==> src/rtl/ascon_ti_pkg.sv <==
// Shared constants, FSM encoding and state-packing helpers for the Ascon TI share generator.
package ascon_ti_pkg;

  localparam int unsigned WORD_W  = 64;
  localparam int unsigned N_WORDS = 5;
  localparam int unsigned N_RND   = 2 * N_WORDS;
  localparam int unsigned STATE_W = WORD_W * N_WORDS;
  localparam int unsigned CNT_W   = $clog2(N_RND + 1);

  typedef enum logic [1:0] {
    StIdle,
    StCollect,
    StOut
  } state_e;

  // x0 sits in the most significant word of a packed 320-bit state.
  function automatic int unsigned word_lsb(input int unsigned w);
    return (N_WORDS - 1 - w) * WORD_W;
  endfunction

endpackage

==> src/rtl/ascon_ti_share_reg.sv <==
// One 320-bit share register: full load, per-word write, per-word XOR update, synchronous clear.
module ascon_ti_share_reg
  import ascon_ti_pkg::*;
(
  input  logic               clk_i,
  input  logic               clr_i,
  input  logic               ld_i,
  input  logic [STATE_W-1:0] ld_data_i,
  input  logic [N_WORDS-1:0] wr_en_i,
  input  logic [N_WORDS-1:0] xor_en_i,
  input  logic [WORD_W-1:0]  wdata_i,
  output logic [STATE_W-1:0] data_o
);

  logic [STATE_W-1:0] data_d, data_q;

  always_comb begin
    data_d = data_q;
    if (clr_i) begin
      data_d = '0;
    end else if (ld_i) begin
      data_d = ld_data_i;
    end else begin
      for (int unsigned w = 0; w < N_WORDS; w++) begin
        if (wr_en_i[w]) begin
          data_d[word_lsb(w) +: WORD_W] = wdata_i;
        end else if (xor_en_i[w]) begin
          data_d[word_lsb(w) +: WORD_W] = data_q[word_lsb(w) +: WORD_W] ^ wdata_i;
        end
      end
    end
  end

  always_ff @(posedge clk_i) begin
    data_q <= data_d;
  end

  assign data_o = data_q;

endmodule

==> src/rtl/ascon_ti_share_gen.sv <==
// Splits one unmasked Ascon state into three TI shares using 10 fresh PRNG beats,
// releasing the shares only when complete and scrubbing them after handoff.
module ascon_ti_share_gen
  import ascon_ti_pkg::*;
(
  input  logic               clk,
  input  logic               rst_n,
  input  logic               in_valid,
  output logic               in_ready,
  input  logic [WORD_W-1:0]  in_x0,
  input  logic [WORD_W-1:0]  in_x1,
  input  logic [WORD_W-1:0]  in_x2,
  input  logic [WORD_W-1:0]  in_x3,
  input  logic [WORD_W-1:0]  in_x4,
  input  logic               rnd_valid,
  output logic               rnd_ready,
  input  logic [WORD_W-1:0]  rnd_data,
  output logic               out_valid,
  input  logic               out_ready,
  output logic [STATE_W-1:0] out_share0,
  output logic [STATE_W-1:0] out_share1,
  output logic [STATE_W-1:0] out_share2
);

  state_e             state_d, state_q;
  logic [CNT_W-1:0]   cnt_d, cnt_q;
  logic               in_ready_d, in_ready_q;
  logic               rnd_ready_d, rnd_ready_q;
  logic               out_valid_d, out_valid_q;

  logic               capture, beat, handoff, second_half;
  logic [CNT_W-1:0]   word_idx;
  logic [N_WORDS-1:0] word_oh;
  logic [STATE_W-1:0] sh0, sh1, sh2;

  // The ready/valid flops are only ever set in their own state, so they double as state decodes.
  assign capture     = in_ready_q & in_valid;
  assign beat        = rnd_ready_q & rnd_valid;
  assign handoff     = out_valid_q & out_ready;
  assign second_half = (cnt_q >= CNT_W'(N_WORDS));
  assign word_idx    = second_half ? (cnt_q - CNT_W'(N_WORDS)) : cnt_q;

  always_comb begin
    word_oh = '0;
    for (int unsigned w = 0; w < N_WORDS; w++) begin
      word_oh[w] = (word_idx == CNT_W'(w));
    end
  end

  always_comb begin
    state_d = state_q;
    cnt_d   = cnt_q;
    unique case (state_q)
      StIdle: begin
        if (capture) begin
          state_d = StCollect;
          cnt_d   = '0;
        end
      end
      StCollect: begin
        if (beat) begin
          cnt_d = cnt_q + CNT_W'(1);
          if (cnt_q == CNT_W'(N_RND - 1)) begin
            state_d = StOut;
          end
        end
      end
      StOut: begin
        if (handoff) begin
          state_d = StIdle;
        end
      end
      default: state_d = StIdle;
    endcase
    in_ready_d  = (state_d == StIdle);
    rnd_ready_d = (state_d == StCollect);
    out_valid_d = (state_d == StOut);
  end

  always_ff @(posedge clk) begin
    if (!rst_n) begin
      state_q     <= StIdle;
      cnt_q       <= '0;
      in_ready_q  <= 1'b0;
      rnd_ready_q <= 1'b0;
      out_valid_q <= 1'b0;
    end else begin
      state_q     <= state_d;
      cnt_q       <= cnt_d;
      in_ready_q  <= in_ready_d;
      rnd_ready_q <= rnd_ready_d;
      out_valid_q <= out_valid_d;
    end
  end

  // Share 0 starts as the plain state and absorbs every beat; shares 1/2 take beats 0-4 / 5-9.
  ascon_ti_share_reg u_sh0 (
    .clk_i     (clk),
    .clr_i     (!rst_n || handoff),
    .ld_i      (capture),
    .ld_data_i ({in_x0, in_x1, in_x2, in_x3, in_x4}),
    .wr_en_i   ('0),
    .xor_en_i  (beat ? word_oh : '0),
    .wdata_i   (rnd_data),
    .data_o    (sh0)
  );

  ascon_ti_share_reg u_sh1 (
    .clk_i     (clk),
    .clr_i     (!rst_n || handoff || capture),
    .ld_i      (1'b0),
    .ld_data_i ('0),
    .wr_en_i   ((beat && !second_half) ? word_oh : '0),
    .xor_en_i  ('0),
    .wdata_i   (rnd_data),
    .data_o    (sh1)
  );

  ascon_ti_share_reg u_sh2 (
    .clk_i     (clk),
    .clr_i     (!rst_n || handoff || capture),
    .ld_i      (1'b0),
    .ld_data_i ('0),
    .wr_en_i   ((beat && second_half) ? word_oh : '0),
    .xor_en_i  ('0),
    .wdata_i   (rnd_data),
    .data_o    (sh2)
  );

  assign in_ready   = in_ready_q;
  assign rnd_ready  = rnd_ready_q;
  assign out_valid  = out_valid_q;
  assign out_share0 = out_valid_q ? sh0 : '0;
  assign out_share1 = out_valid_q ? sh1 : '0;
  assign out_share2 = out_valid_q ? sh2 : '0;

endmodule
==> config.mk <==
export PLATFORM = sky130hd
export DESIGN_NAME = ascon_ti_share_gen
export DESIGN_NICKNAME = d
export VERILOG_FILES = /design/src/rtl/ascon_ti_pkg.sv /design/src/rtl/ascon_ti_share_reg.sv /design/src/rtl/ascon_ti_share_gen.sv
export SDC_FILE = /design/constraint.sdc
export NUM_CORES = 2
export LEC_CHECK = 0
export ABC_AREA = 0
export CELL_PAD_IN_SITES_DETAIL_PLACEMENT = 2
export CELL_PAD_IN_SITES_GLOBAL_PLACEMENT = 2
export CORE_AREA = 2 2 528 530
export DETAILED_ROUTE_END_ITERATION = 6
export DIE_AREA = 0 0 530 532
export DONT_BUFFER_PORTS = 1
export PLACE_DENSITY_LB_ADDON = 0.1
export RECOVER_POWER = 100
export SKIP_CTS_REPAIR_TIMING = 1
export SLEW_MARGIN = 20
export SYNTH_ARGS = -nofsm -noshare
export SYNTH_HDL_FRONTEND = slang
export SYNTH_SLANG_ARGS = --single-unit
==> constraint.sdc <==
create_clock -name clk -period 3.37 [get_ports clk]
set_clock_uncertainty 0.15 [all_clocks]
set_input_delay 0.8425 -clock clk [delete_from_list [all_inputs] [get_ports clk]]
set_output_delay 0.8425 -clock clk [all_outputs]
set_load 0.1 [all_outputs]
==> results.md <==
- Syn Nets: 6,272
- Synth Register Bits: 969
- Die Height: 532 um
- Max incr delay on CP: 0.39 ns
- Synth top area share: 0.4346
- Die extent in x: 530 um
- GRT Util Overall: 0.2154
- Power per Cell Area: 419.4 nW/um^2
- Cell Rows: 193
- Clock transition at the registers of the reported paths: ~0.06 ns
- Syn Area/Cell: 7.591 sq um
- I/O pin total: 1,352
- Final Hold Fails: 0
- Post-synth EDFFs: 0
- Placeable Area: between 200,000 and 300,000 sq um
- Dpl hpwl: 220,700 um
- Critical-path cell list: buf_12 -> buf_6 -> buf_16 -> and2_1 -> buf_12
- Die area: approximately 280,000 sq um
- Required time of the critical path: 2.38 ns
- CTS max path bufs: 4
- Peak VDD IR: 0.0003068 V
- Unique masters post-synth: 46
- Yosys top cell by area: dfxtp_1
- CP max stage cell: dfxtp_4
- Vias in the first global route: 48,960
- Syn. warnings: 0
- Drt drc: 0
- H-tree depth: 4
- Area delta synth->final: 54.54%
- Initial Utilization: 0.1618
- Post-DR vias/cell: 4.618
- Post-route clock period utilization: 0.9871
- Vias: 47,550
- TritonCTS clock tree: built
- Type of the worst min-delay path: primary input to flip-flop
- Status: completed
- Synth Cell Area: 44,630 sq um
- Actual slew at the worst max-slew pin: 1.422 ns
- Pre-CTS WS: -0.005486 ns
- Crit path top cell by count: buf_12
- Initial antenna violation count: 120
- Final #Nets: 6,842
- Worst Setup End Kind: output port
- Max Slew Vio Count: 0
- Flip-flop and latch area: 19,400 sq um
- Startpoint Class: flip-flop
- Pre-Repair DR Iteration Count: 6
- Peak Freq: 300.6 MHz
- Final core occ: 0.2501
- Ratio of cells with drive above 1 in the final layout: 0.2463
- Routed Antenna Nets: 0
- Max-cap violations: 0
- Setup tns final: 0 ns
- RSZ-0062 raised after global routing: yes
- Setup violations, final: 0
- Max-slew headroom: 0.05206
- Largest cells by area after synthesis: dfxtp_1 (43%), and2_1 (14%), o21ai_0 (8.5%)
- Placed Cells: around 9,900
- Worst EP arrival: 2.33 ns
- Gate Count Post-Synth: 5,880
- First-pass GRT wire length: 427,900 um
- CTS Sinks: between 900 and 1,000
- I/O Buffers: 0
- Non-filler instance count after layout: about 10,000
- Avg WL per Cell: roughly 32 um
- Shortest clock period the worst path allows after layout: 3.326 ns
- Post-Route WL: around 330,000 um
- Post-synthesis sequential area ratio: 0.4346
- CTS buffer count: roughly 150
- Setup WS post-layout: 0.04352 ns
- Power, Total: about 29 mW
- Largest net degree at the start of global routing: 131
- Iter 0 DRT Violations: 2,380
- GRT Residual Overflow: 0
- Setup Crit Path Kind: flip-flop to output port
- Ys flop type: dfxtp_1
- CTS root buffer: clkbuf_16
- Clock Latency Late Sink: roughly 0.79 ns
- Area of the multi-input gates: ~24,000 sq um
- Leakage: 23.36 nW
- Worst-path maximum fanout: 97
- Synth async-reset ratio: 0
- Final Wtd Congestion: 0.7878
- Fillcell total: 31,080
[cell type report]
type	instances	share of cell area
diodes	51	0.001850
clock buffers	224	0.06358
clock inverters	17	0.002540
inverters	16	0.0008707
multi-input cells	4299	0.3457
flip-flops and latches	969	0.2813
well taps	3705	0.06721
repair buffers	1015	0.2370
[per-stage QoR]
| step | area, sq um | hold WS (ns) |
|---|---|---|
| after CTS | 67310 | -0.07689 |
| after floorplan | 45140 | 0.2817 |
| after global placement | 62750 | 0.2870 |
| final | 68970 | 0.02461 |
| after detailed placement | 62750 | 0.2955 |
| after global routing | 68870 | -0.006612 |
[synth_stat cells (13+ instances only)]
cell type    n
or3_1      308
o31ai_1     13
mux2i_1     64
buf_1       22
nand2_1    973
buf_2       39
nor2_1      73
dfxtp_1    969
inv_1       16
o21ai_0    756
and2_1     968
a21oi_1    582
nand3_1    170
a31oi_1    320
clkbuf_1   532
[state kept, by name, indices dropped and copies added (netlist names)]
| signal | flops |
|---|---|
| in_ready | 1 |
| u_sh1.data_o | 320 |
| rnd_ready | 1 |
| out_valid | 1 |
| cnt_q | 4 |
| u_sh0.data_o | 320 |
| state_q | 2 |
| u_sh2.data_o | 320 |
[power by group]
group	total, mW	switching, mW	internal [mW]
logic	1.62	1.17	0.455
registers	12.0	0.236	11.8
clock network	15.3	6.18	9.12
[worst max-delay path, delay by kind of cell (launching register included)]
family / cells / cell delay (ns)
flops: 1 / 0.39
buf+inv: 4 / 0.77
simple gates: 1 / 0.26
[path summary, 6_finish.rpt]
check                                                     from                             end  slack (ns)  depth (start not counted)
worst max register to register           cnt_q[1]$_SDFFE_PN0P_  u_sh0.data_o[110]$_SDFFE_PP0P_        0.16                         11
worst min register to register  u_sh2.data_o[216]$_SDFFE_PP0P_  u_sh2.data_o[216]$_SDFFE_PP0P_        0.30                          2
worst min-delay path                              rnd_data[39]  u_sh2.data_o[167]$_SDFFE_PP0P_        0.02                          2
worst max-delay path                      out_valid$_SDFF_PN0_                 out_share1[161]        0.04                          5
[layer usage]
layer	global-route usage	vias to the layer above	wire, um
met2	0.3561	1582	152200
met4	0.06242	56	11310
met5	0	-	379
li1	-	21140	-
met3	0.08408	426	31300
met1	0.2555	24350	135300
[layout by cell type (no fill, tap or decap), drive strengths merged, types with 7 or more instances in the layout]
cell / instances
clkinv: 11
or4: 12
clkbuf: 230
or3: 308
dfxtp: 969
and2: 968
mux2i: 64
a21oi: 582
nand2: 973
o21ai: 756
dlygate4sd3: 85
inv: 19
nand3: 182
buf: 924
nor2: 73
diode: 51
a31oi: 320
o31ai: 13
nand4: 7
[logic make-up (layout without fill, tap and decap cells)]
logic type,count (synthesis),count (layout),synth area share
AOI/OAI and AO/OA,1688,1688,0.2005
xor gates and xnor gates,2,2,0.0003925
adders and majority gates,3,3,0.0008411
buffers and inverters,612,1272,0.05281
DFF,969,969,0.4346
muxes,64,64,0.01435
other,0,51,0
and+or+nand+nor,2542,2542,0.2965
No activity file was read; power rests on OpenSTA's default activity.
